**src/rtl/mult_pkg.sv**
```systemverilog
// ---------------------------------------------------------------------------
// mult_pkg
// Shared definitions for the iterative multiplier:
//   - state_t : FSM state encoding (IDLE / RUN / DONE)
//   - clog2_f : ceil(log2(value)), used to size the step counter and offset
// ---------------------------------------------------------------------------
package mult_pkg;

    typedef enum logic [1:0] {
        IDLE = 2'd0,
        RUN  = 2'd1,
        DONE = 2'd2
    } state_t;

    // ceil(log2(value)); returns 0 for value <= 1
    function automatic int clog2_f(input int value);
        int res;
        res = 0;
        for (int i = 0; i < 31; i++) begin
            if ((32'sd1 <<< i) < value) begin
                res = i + 1;
            end else begin
                res = res;
            end
        end
        return res;
    endfunction

endpackage

```
**src/rtl/mult_iter_if.sv**
```systemverilog
// ---------------------------------------------------------------------------
// mult_iter_if
// Request/response bundle of the iterative multiplier.
//   in_valid/in_ready   : operand handshake (a, b, is_signed sampled at accept)
//   out_valid/out_ready : product handshake (z held while out_valid=1)
//   busy                : multiplier is in RUN or DONE
// Modports: master = requester (CPU datapath), slave = multiplier.
// ---------------------------------------------------------------------------
interface mult_iter_if #(
    parameter int WIDTH = 32
);
    logic                 in_valid;
    logic                 in_ready;
    logic                 is_signed;
    logic [WIDTH-1:0]     a;
    logic [WIDTH-1:0]     b;
    logic                 out_valid;
    logic                 out_ready;
    logic [2*WIDTH-1:0]   z;
    logic                 busy;

    modport master (
        output in_valid, is_signed, a, b, out_ready,
        input  in_ready, out_valid, z, busy
    );

    modport slave (
        input  in_valid, is_signed, a, b, out_ready,
        output in_ready, out_valid, z, busy
    );
endinterface

```
**src/rtl/mult_step.sv**
```systemverilog
// ---------------------------------------------------------------------------
// mult_step
// Combinational accumulation of BPC partial products for one iteration.
//   acc      : current 2*WIDTH accumulator
//   mcand    : multiplicand magnitude
//   bits     : the BPC multiplier bits consumed this iteration (LSB first)
//   offset   : bit weight of bits[0]
//   acc_next : acc + sum(bits[i] ? mcand << (offset+i) : 0), modulo 2^(2*WIDTH)
// ---------------------------------------------------------------------------
module mult_step #(
    parameter int WIDTH = 32,
    parameter int BPC   = 1,
    parameter int OFF_W = 7
) (
    input  logic [2*WIDTH-1:0] acc,
    input  logic [WIDTH-1:0]   mcand,
    input  logic [BPC-1:0]     bits,
    input  logic [OFF_W-1:0]   offset,
    output logic [2*WIDTH-1:0] acc_next
);
    logic [2*WIDTH-1:0] ext_s;
    logic [2*WIDTH-1:0] sum_s;

    assign ext_s = {{WIDTH{1'b0}}, mcand};

    // Add the shifted multiplicand for every set multiplier bit of this step
    always_comb begin
        sum_s = acc;
        for (int i = 0; i < BPC; i++) begin
            if (bits[i]) begin
                sum_s = sum_s + (ext_s << (int'(offset) + i));
            end else begin
                sum_s = sum_s;
            end
        end
    end

    assign acc_next = sum_s;
endmodule

```
**src/rtl/mult_iter.sv**
```systemverilog
// ---------------------------------------------------------------------------
// mult_iter
// Iterative signed/unsigned WIDTH x WIDTH -> 2*WIDTH multiplier consuming BPC
// multiplier bits per cycle (STEPS = WIDTH/BPC iterations per product).
// WIDTH must be >= 2 and BPC must divide WIDTH.
// Ports:
//   clk   : rising-edge clock
//   reset : synchronous active-low reset (0 = reset)
//   bus   : mult_iter_if slave (in_valid/in_ready, is_signed, a, b,
//           out_valid/out_ready, z, busy)
// Signed operands are converted to magnitudes at accept; the sign of the
// product is re-applied on the final step, so the datapath is unsigned only.
// ---------------------------------------------------------------------------
module mult_iter
    import mult_pkg::*;
#(
    parameter int WIDTH = 32,
    parameter int BPC   = 1
) (
    input  logic       clk,
    input  logic       reset,
    mult_iter_if.slave bus
);
    localparam int STEPS = WIDTH / BPC;
    localparam int CNT_W = (clog2_f(STEPS) > 0) ? clog2_f(STEPS) : 1;
    localparam int OFF_W = clog2_f(2 * WIDTH) + 1;
    localparam logic [CNT_W-1:0] LAST_CNT = CNT_W'(STEPS - 1);

    // Magnitude of an operand; -2^(WIDTH-1) maps exactly onto 2^(WIDTH-1)
    function automatic logic [WIDTH-1:0] mag_f(input logic [WIDTH-1:0] v,
                                                input logic             sgn);
        if (sgn && v[WIDTH-1]) begin
            return (~v) + {{(WIDTH-1){1'b0}}, 1'b1};
        end else begin
            return v;
        end
    endfunction

    state_t               state_r;
    state_t               state_nxt_s;
    logic [2*WIDTH-1:0]   acc_r;
    logic [2*WIDTH-1:0]   acc_next_s;
    logic [2*WIDTH-1:0]   z_r;
    logic [2*WIDTH-1:0]   z_neg_s;
    logic [WIDTH-1:0]     mcand_r;
    logic [WIDTH-1:0]     mplier_r;
    logic [CNT_W-1:0]     cnt_r;
    logic [OFF_W-1:0]     offset_s;
    logic                 neg_r;
    logic                 accept_s;
    logic                 last_s;
    logic                 in_ready_r;
    logic                 out_valid_r;
    logic                 busy_r;
    logic                 in_ready_nxt_s;
    logic                 out_valid_nxt_s;
    logic                 busy_nxt_s;

    // Bit weight of the lowest multiplier bit handled in the current step
    assign offset_s = OFF_W'(int'(cnt_r) * BPC);
    assign z_neg_s  = (~acc_next_s) + {{(2*WIDTH-1){1'b0}}, 1'b1};

    mult_step #(
        .WIDTH (WIDTH),
        .BPC   (BPC),
        .OFF_W (OFF_W)
    ) u_step (
        .acc      (acc_r),
        .mcand    (mcand_r),
        .bits     (mplier_r[BPC-1:0]),
        .offset   (offset_s),
        .acc_next (acc_next_s)
    );

    // Next-state logic and next values of the registered handshake outputs
    always_comb begin
        state_nxt_s = state_r;
        accept_s    = 1'b0;
        last_s      = 1'b0;
        case (state_r)
            IDLE: begin
                if (bus.in_valid && in_ready_r) begin
                    accept_s    = 1'b1;
                    state_nxt_s = RUN;
                end else begin
                    state_nxt_s = IDLE;
                end
            end
            RUN: begin
                if (cnt_r == LAST_CNT) begin
                    last_s      = 1'b1;
                    state_nxt_s = DONE;
                end else begin
                    state_nxt_s = RUN;
                end
            end
            DONE: begin
                // Returning to IDLE first means no accept in the release cycle
                if (bus.out_ready) begin
                    state_nxt_s = IDLE;
                end else begin
                    state_nxt_s = DONE;
                end
            end
            default: begin
                state_nxt_s = IDLE;
            end
        endcase
        in_ready_nxt_s  = (state_nxt_s == IDLE);
        out_valid_nxt_s = (state_nxt_s == DONE);
        busy_nxt_s      = (state_nxt_s != IDLE);
    end

    // State, handshake outputs and datapath registers
    always_ff @(posedge clk) begin
        if (!reset) begin
            state_r     <= IDLE;
            acc_r       <= '0;
            mcand_r     <= '0;
            mplier_r    <= '0;
            cnt_r       <= '0;
            neg_r       <= 1'b0;
            z_r         <= '0;
            in_ready_r  <= 1'b1;
            out_valid_r <= 1'b0;
            busy_r      <= 1'b0;
        end else begin
            state_r     <= state_nxt_s;
            in_ready_r  <= in_ready_nxt_s;
            out_valid_r <= out_valid_nxt_s;
            busy_r      <= busy_nxt_s;
            if (accept_s) begin
                mcand_r  <= mag_f(bus.a, bus.is_signed);
                mplier_r <= mag_f(bus.b, bus.is_signed);
                neg_r    <= bus.is_signed & (bus.a[WIDTH-1] ^ bus.b[WIDTH-1]);
                acc_r    <= '0;
                cnt_r    <= '0;
            end else if (state_r == RUN) begin
                acc_r    <= acc_next_s;
                mplier_r <= mplier_r >> BPC;
                cnt_r    <= cnt_r + CNT_W'(1);
                if (last_s) begin
                    z_r <= neg_r ? z_neg_s : acc_next_s;
                end else begin
                    z_r <= z_r;
                end
            end else begin
                acc_r    <= acc_r;
                mplier_r <= mplier_r;
                cnt_r    <= cnt_r;
            end
        end
    end

    assign bus.in_ready  = in_ready_r;
    assign bus.out_valid = out_valid_r;
    assign bus.busy      = busy_r;
    assign bus.z         = z_r;
endmodule

```
**src/flat_wrapper.sv**
```systemverilog
// flat-port wrapper written by rule: the top's interface ports become plain ports
module mult_iter_flat import mult_pkg::*;
#(
    parameter int WIDTH = 32,
    parameter int BPC   = 1
)
  (clk, reset, bus_in_valid, bus_is_signed, bus_a, bus_b, bus_out_ready, bus_in_ready, bus_out_valid, bus_z, bus_busy);
  mult_iter_if #(.WIDTH(WIDTH)) bus_i ();
  input  logic clk;
  input  logic reset;
  input wire logic [$bits(bus_i.in_valid)-1:0] bus_in_valid;
  input wire logic [$bits(bus_i.is_signed)-1:0] bus_is_signed;
  input wire logic [$bits(bus_i.a)-1:0] bus_a;
  input wire logic [$bits(bus_i.b)-1:0] bus_b;
  input wire logic [$bits(bus_i.out_ready)-1:0] bus_out_ready;
  output wire logic [$bits(bus_i.in_ready)-1:0] bus_in_ready;
  output wire logic [$bits(bus_i.out_valid)-1:0] bus_out_valid;
  output wire logic [$bits(bus_i.z)-1:0] bus_z;
  output wire logic [$bits(bus_i.busy)-1:0] bus_busy;
  assign bus_i.in_valid = bus_in_valid;
  assign bus_i.is_signed = bus_is_signed;
  assign bus_i.a = bus_a;
  assign bus_i.b = bus_b;
  assign bus_i.out_ready = bus_out_ready;
  assign bus_in_ready = bus_i.in_ready;
  assign bus_out_valid = bus_i.out_valid;
  assign bus_z = bus_i.z;
  assign bus_busy = bus_i.busy;
  mult_iter #(.WIDTH(WIDTH), .BPC(BPC)) u_core (.clk(clk), .reset(reset), .bus(bus_i));
endmodule
```
**config.mk**
```make
export PLATFORM = sky130hd
export DESIGN_NAME = mult_iter_flat
export DESIGN_NICKNAME = d
export VERILOG_FILES = /design/src/rtl/mult_pkg.sv /design/src/rtl/mult_iter_if.sv /design/src/rtl/mult_step.sv /design/src/rtl/mult_iter.sv /design/src/flat_wrapper.sv
export SDC_FILE = /design/constraint.sdc
export NUM_CORES = 1
export LEC_CHECK = 0
export CAP_MARGIN = 10
export CORE_ASPECT_RATIO = 0.8
export CORE_MARGIN = 1
export CORE_UTILIZATION = 61
export CTS_CLUSTER_SIZE = 30
export DETAILED_ROUTE_END_ITERATION = 8
export PLACE_DENSITY_LB_ADDON = 0.1
export REMOVE_ABC_BUFFERS = 1
export SYNTH_ARGS = -nofsm -noshare
export SYNTH_HDL_FRONTEND = slang
export SYNTH_SLANG_ARGS = --single-unit
```
**constraint.sdc**
```tcl
create_clock -name clk -period 9.3 [get_ports clk]
set_clock_uncertainty 0.2 [all_clocks]
set_input_delay 2.79 -clock clk [delete_from_list [all_inputs] [get_ports clk]]
set_output_delay 2.79 -clock clk [all_outputs]
set_load 0.05 [all_outputs]
```
# After elaboration in Yosys (flattened, before gate mapping)
# Cells that the tools add are included.
totals:
  regBits: 203
  latchBits: 0
  ramBits: 0
  rom_bits: 0
  input_bits: 69
  output_inout_bits: 67
  wordCells: 50
  mem_count: 0
classes:
  n_addsub: 5
  multipliers: 0
  n_div: 0
  n_lt_le_gt_ge: 0
  eq_ne: 4
  n_shift: 1
  muxes: 14
  bitwise_logic: 7
  n_reduce_logical: 9
ops:
  columns: ["operator", "count"]
  rows:
  - ["two-way mux 32 bit", 4]
  - ["two-way mux 64 bit", 2]
  - ["adder 32 x 1 -> 32 bit (second input constant)", 2]
  - ["adder 64 x 1 -> 64 bit (second input constant)", 1]
  - ["adder 64 bit", 1]
  - ["NOT 32 bit", 2]
  - ["NOT 64 bit", 1]
  - ["left shift 32 x 5 -> 64 bit", 1]
  - ["case mux 2 bit (3 select lines)", 1]
  - ["adder 5 x 1 -> 5 bit (second input constant)", 1]
  - ["== test 5 bit (second input constant)", 1]
  - ["two-way mux 1 bit", 5]
  - ["== test 2 bit (second input constant)", 2]
  - ["zero test 2 bit", 2]
  - ["two-way mux 2 bit", 2]
  - ["nonzero test 2 bit", 2]
  - ["logical AND 1 bit", 3]
  - ["AND reduction 3 bit", 1]
  - ["== test 2 x 1 -> 1 bit (second input constant)", 1]
  - ["NOT 1 bit", 2]
  - ["OR reduction 2 bit", 1]
  - ["AND 1 bit", 1]
  - ["bitwise XOR 1 bit", 1]

# Logic depth before layout (Yosys ltp)
logic_depth:
  word_depth: 6
  ltp_mapped: 25
  ltp_nobuf: 22

# Hierarchy
# Synthesis repeated with hierarchy kept, for this count alone.
unflattened:
  hier_cells: 2203
  hier_area_um2: 16796.1
modules_own_cells:
  columns: ["mod", "n_inst", "cells_per_inst", "area_per_inst_um2", "seq_area_each_um2"]
  rows:
  - ["mult_iter", 1, 1240, 9947.0, 4063.9]
  - ["mult_step", 1, 963, 6849.1, 0.0]

# Least setup slack after synthesis
# Ideal clock, no wire load.
synth_path:
  kind: "register -> register"
  from: "register u_core.cnt_r[0]"
  to: "register u_core.z_r[63] (netlist: u_core.bus.z[63])"
  setup_time_ps: 124
  arrival_time_ps: 5799
  t_required_ps: 8976
  slack_ps: 3177
  path_stages_with_launch: 23
  n_path_buf: 3
  period_less_slack_ps: 6123
  cell_sequence: "dfxtp_1 > clkbuf_1 > buf_1 > mux4_2 > mux2i_1 > nor2_1 > a31oi_1 > nor2_1 > ha_1 > clkbuf_1 > a21oi_1 > o21ai_0 > a211oi_2 > mux2i_1 > a221oi_1 > or4_4 > a2111oi_4 > nand4bb_4 > nor4_4 > nand4_2 > o31ai_2 > xnor2_1 > o21ai_1"
synth_between:
  elab_chain_cells: 6
  word_cells_on_any_way: 10
  cone_classes: "add/sub: 2; eq/ne: 1; shift: 1; mux: 4; bitwise: 1; reduce/logical: 1"
synth_rtl:
  columns: ["element", "line", "source"]
  rows:
  - ["start: declaration", "mult_iter.sv:47", "logic [CNT_W-1:0] cnt_r;"]
  - ["start signal: assignment", "mult_iter.sv:141", "cnt_r <= cnt_r + CNT_W'(1);"]
  - ["start signal: assignment", "mult_iter.sv:150", "cnt_r <= cnt_r;"]
  - ["left shift 32 x 5 -> 64 bit", "mult_step.sv:31", "sum_s = sum_s + (ext_s << (int'(offset) + i));"]
  - ["adder 64 bit", "mult_step.sv:31", null]
  - ["two-way mux 64 bit", "mult_step.sv:30", "if (bits[i]) begin"]
  - ["NOT 64 bit", "mult_iter.sv:61", "assign z_neg_s = (~acc_next_s) + {{(2*WIDTH-1){1'b0}}, 1'b1};"]
  - ["adder 64 x 1 -> 64 bit", "mult_iter.sv:61", null]
  - ["two-way mux 64 bit", "mult_iter.sv:143", "z_r <= neg_r ? z_neg_s : acc_next_s;"]
  - ["end signal: assignment", "mult_iter.sv:143", null]
  - ["end signal: assignment", "mult_iter.sv:145", "z_r <= z_r;"]
  - ["end: declaration", "mult_iter.sv:43", "logic [2*WIDTH-1:0] z_r;"]
# Parallel ways exist; a longest one is shown, timed or not.
# A chain may end at the register's enable or synchronous reset.

# Final worst setup path
layout_path:
  from: "register u_core.cnt_r[0]"
  to: "register u_core.z_r[60] (netlist: u_core.bus.z[60])"
# Same word-level chain as after synthesis.

==> impl_metrics.json <==
{
  "ys_async_sr_fraction_pct": 0,
  "dp_cells": 2760,
  "muxShareOfSynthArea_pct": 8.649,
  "synth_edf_count": 0,
  "dieArea_mm2": 0.02955,
  "r2r_setup_slack_ns": 1.55,
  "antenna_cells": 0,
  "htreeDepth": 1,
  "final.period_utilization_pct": 83.35,
  "synth_area_leaders": "dfxtp_1 23%, nand2_1 7.0%, nor2_1 6.4%, a21oi_1 5.7%, ha_1 4.8%",
  "max_stage_delay_ns": 1.07,
  "ys_types": 91,
  "rsz0062_at_grt": "false",
  "yosysTopAreaCellShare_pct": 23.08,
  "crit_arrival_ns": 7.94,
  "end_kind": "flop",
  "timing.fmax_mhz": 129.0,
  "cp.required_ns": 9.49,
  "final_common_cell": "nand2_1",
  "synth_warnings": 0,
  "routed_wl_um": 61880,
  "nets": 2552,
  "switching_share_pct": 36.38,
  "p_comb_share_pct": 29.9,
  "cts_tree": "built",
  "period_needed_ns": 7.751,
  "final_cell_mix": "326 x nand2_1, 301 x nor2_1, 201 x a21oi_1, 201 x dfxtp_1, 148 x o21ai_0",
  "intPower_w": 0.001751,
  "drt_pass1_iterations": 8,
  "io_buffers": 135,
  "synth_area_leader_cell": "dfxtp_1",
  "hold_viol_final": 0,
  "r2r_start": "u_core.cnt_r[0]$_SDFFE_PP0P_",
  "clock_latency_ns": 0.57,
  "viasPerCell": 6.880,
  "postCtsSetupRepairBufs": 0,
  "hold_buffers": 0,
  "die_x_um": 191.9,
  "post_cts_resized": 0,
  "power.switching_w": 0.001001,
  "globalplace.congestion": 1.046,
  "grt_antenna_before_repair": 1,
  "drive_gt1_share_pct": 6.464,
  "syn_inst": 2414,
  "ys_seq_area_share_pct": 23.08,
  "grt_pass1_wl_um": 95360,
  "cts.sinks": 203,
  "power_leakage_nw": 6.699,
  "vias": 19260,
  "synth_area_mm2": 0.01761,
  "worst_setup_path_start_kind": "flop",
  "cp_max_fo": 44,
  "yosys.area_share.adder_pct": 4.946,
  "initial_core_util_pct": 62.10,
  "critPathSlowestCell": "dfxtp_2",
  "placed_area_mm2": 0.01890,
  "die_h_um": 154.0,
  "synthSimpleGateAreaFrac_pct": 26.47,
  "slew_headroom_pct": 14.55,
  "finalSetupViolCount": 0,
  "root_buffer": "clkbuf_16",
  "synth_compound_area_share_pct": 25.71,
  "seqPwrFrac_pct": 35.9,
  "worst_path_most_repeated_cell": "mux2i_1",
  "io_pins": 136,
  "p_per_area_mw_per_mm2": 139.9,
  "core_mm2": 0.02835,
  "maxCapViolations": 0,
  "synth_flop_cell": "dfxtp_1",
  "peakVddDrop_uv": 202.6,
  "p_total_w": 0.002752,
  "num_rows": 55,
  "hpwl_um": 45840,
  "power_frac_clock_pct": 34.1,
  "wire_per_inst_um": 22.11,
  "grt_pass1_vias": 17250,
  "cts_buffer_depth": 3,
  "worst_pin_slew_ns": 1.280,
  "status": "completed",
  "cp_cell_sequence": "mux2i_1 > or3_1 > or2_2 > fa_1 > nor2b_2 > o31ai_4 > a21o_1 > nand4_1 > nor3b_1 > nand4b_1 > nor3_2 > nand3_1 > or2_1 > nor4_1 > and4_1 > mux2i_1 > o311ai_0",
  "synth_seq_cells": 203,
  "globalRouteOverflowTotal": 0,
  "final_max_slew_viol_count": 0,
  "clk_pin_slew_worst_paths_ns": 0.06,
  "hp-class": "flop to flop",
  "route.detailed.drc": 0,
  "final_cells": 2799,
  "grt_usage_pct": 40.83,
  "avgSynthCellArea_um2": 7.293,
  "drtAntennaViolNets": 0,
  "cts-buffers-inserted": 22,
  "synthXorXnorAreaFrac_pct": 6.616,
  "critical_path_class": "flop to flop",
  "synth_top_family_by_area": "simple AND/OR/NAND/NOR gates",
  "syn_to_final_growth_pct": 11.73,
  "drtIter0Drc": 2831,
  "startpoint": "u_core.cnt_r[0]$_SDFFE_PP0P_",
  "grt_max_degree": 86,
  "finalInstanceArea_mm2": 0.01967,
  "timing.setup.tns_ns": 0,
  "hold_start": "u_core.bus.z[11]$_SDFFE_PN0P_"
}
[worst paths after layout]
kind	end	cells after the start
setup / recovery	u_core.bus.z[60]$_SDFFE_PN0P_	17
hold / removal	u_core.bus.z[11]$_SDFFE_PN0P_	2
setup reg to reg	u_core.bus.z[60]$_SDFFE_PN0P_	17
hold reg to reg	u_core.bus.z[11]$_SDFFE_PN0P_	2
[sequential cells by signal, summed over array words and instances, names as in the netlist]
| signal | cells |
|---|---|
| u_core.mcand_r | 32 |
| u_core.bus.out_valid | 1 |
| u_core.neg_r | 1 |
| u_core.acc_r | 64 |
| u_core.mplier_r | 32 |
| u_core.bus.in_ready | 1 |
| u_core.cnt_r | 5 |
| u_core.bus.z | 64 |
| u_core.bus.busy | 1 |
| u_core.state_r | 2 |
[power groups by stage]
| stage | registers, W | logic, W | clock network [W] |
|---|---|---|---|
| final | 0.000989 | 0.000824 | 0.000939 |
| after global routing | 0.000994 | 0.000880 | 0.000974 |
| after CTS | 0.000985 | 0.000796 | 0.000943 |
| after detailed placement | 0.00100 | 0.000788 | 0 |
| after global placement | 0.000998 | 0.000761 | 0 |
| after floorplan | 0.000990 | 0.000555 | 0 |
[per-layer routing]
| metal | routed length, um | track usage, % |
|---|---|---|
| met2 | 26550 | 62.58 |
| met4 | 1936 | 12.40 |
| met1 | 26270 | 57.39 |
| met5 | 0 | 0 |
| met3 | 7115 | 8.035 |
[critical path, delay by kind of cell, from the launching register on]
kind,cells,cell delay [ns]
compound gates,3,0.60
fa+ha+maj,1,0.44
simple gates,11,4.77
flops,1,1.07
mux,2,0.47
[cell families after synthesis]
logic type               count (synthesis)
adder cells (fa/ha/maj)                 69
XOR/XNOR                               133
multiplexers                           121
buffers and inverters                  206
flip-flops                             203
AO/OA/AOI/OAI                          698
AND/OR/NAND/NOR                        984
[layout make-up]
type,count,area (um2)
clock buffer,31,675.6
clock inverter,8,93.84
fill,2282,8681
inverter,29,110.1
multi-input combinational,2005,12770
sequential,203,4069
tap,370,462.9
timing repair buffer,153,1486
[through the flow]
stage,hold WS (ns),utilization (%),setup slack (ns)
final,0.2482,69.38,1.549
after detailed placement,0.2415,66.67,1.901
after floorplan,0.2486,-,0.5630
after global routing,0.2766,69.38,1.282
after CTS,0.2530,69.38,1.852
after global placement,0.2354,66.67,2.173
[synthesized netlist by cell type, drive strengths merged (43+ instances only)]
cell / number
xnor2: 57
nor2: 301
clkbuf: 136
o21ai: 158
nand4: 50
nor3: 59
a21oi: 201
nand2: 328
xor2: 76
nand3: 43
ha: 68
mux2i: 70
a211oi: 99
dfxtp: 203
(Power assumes the default switching activity.)
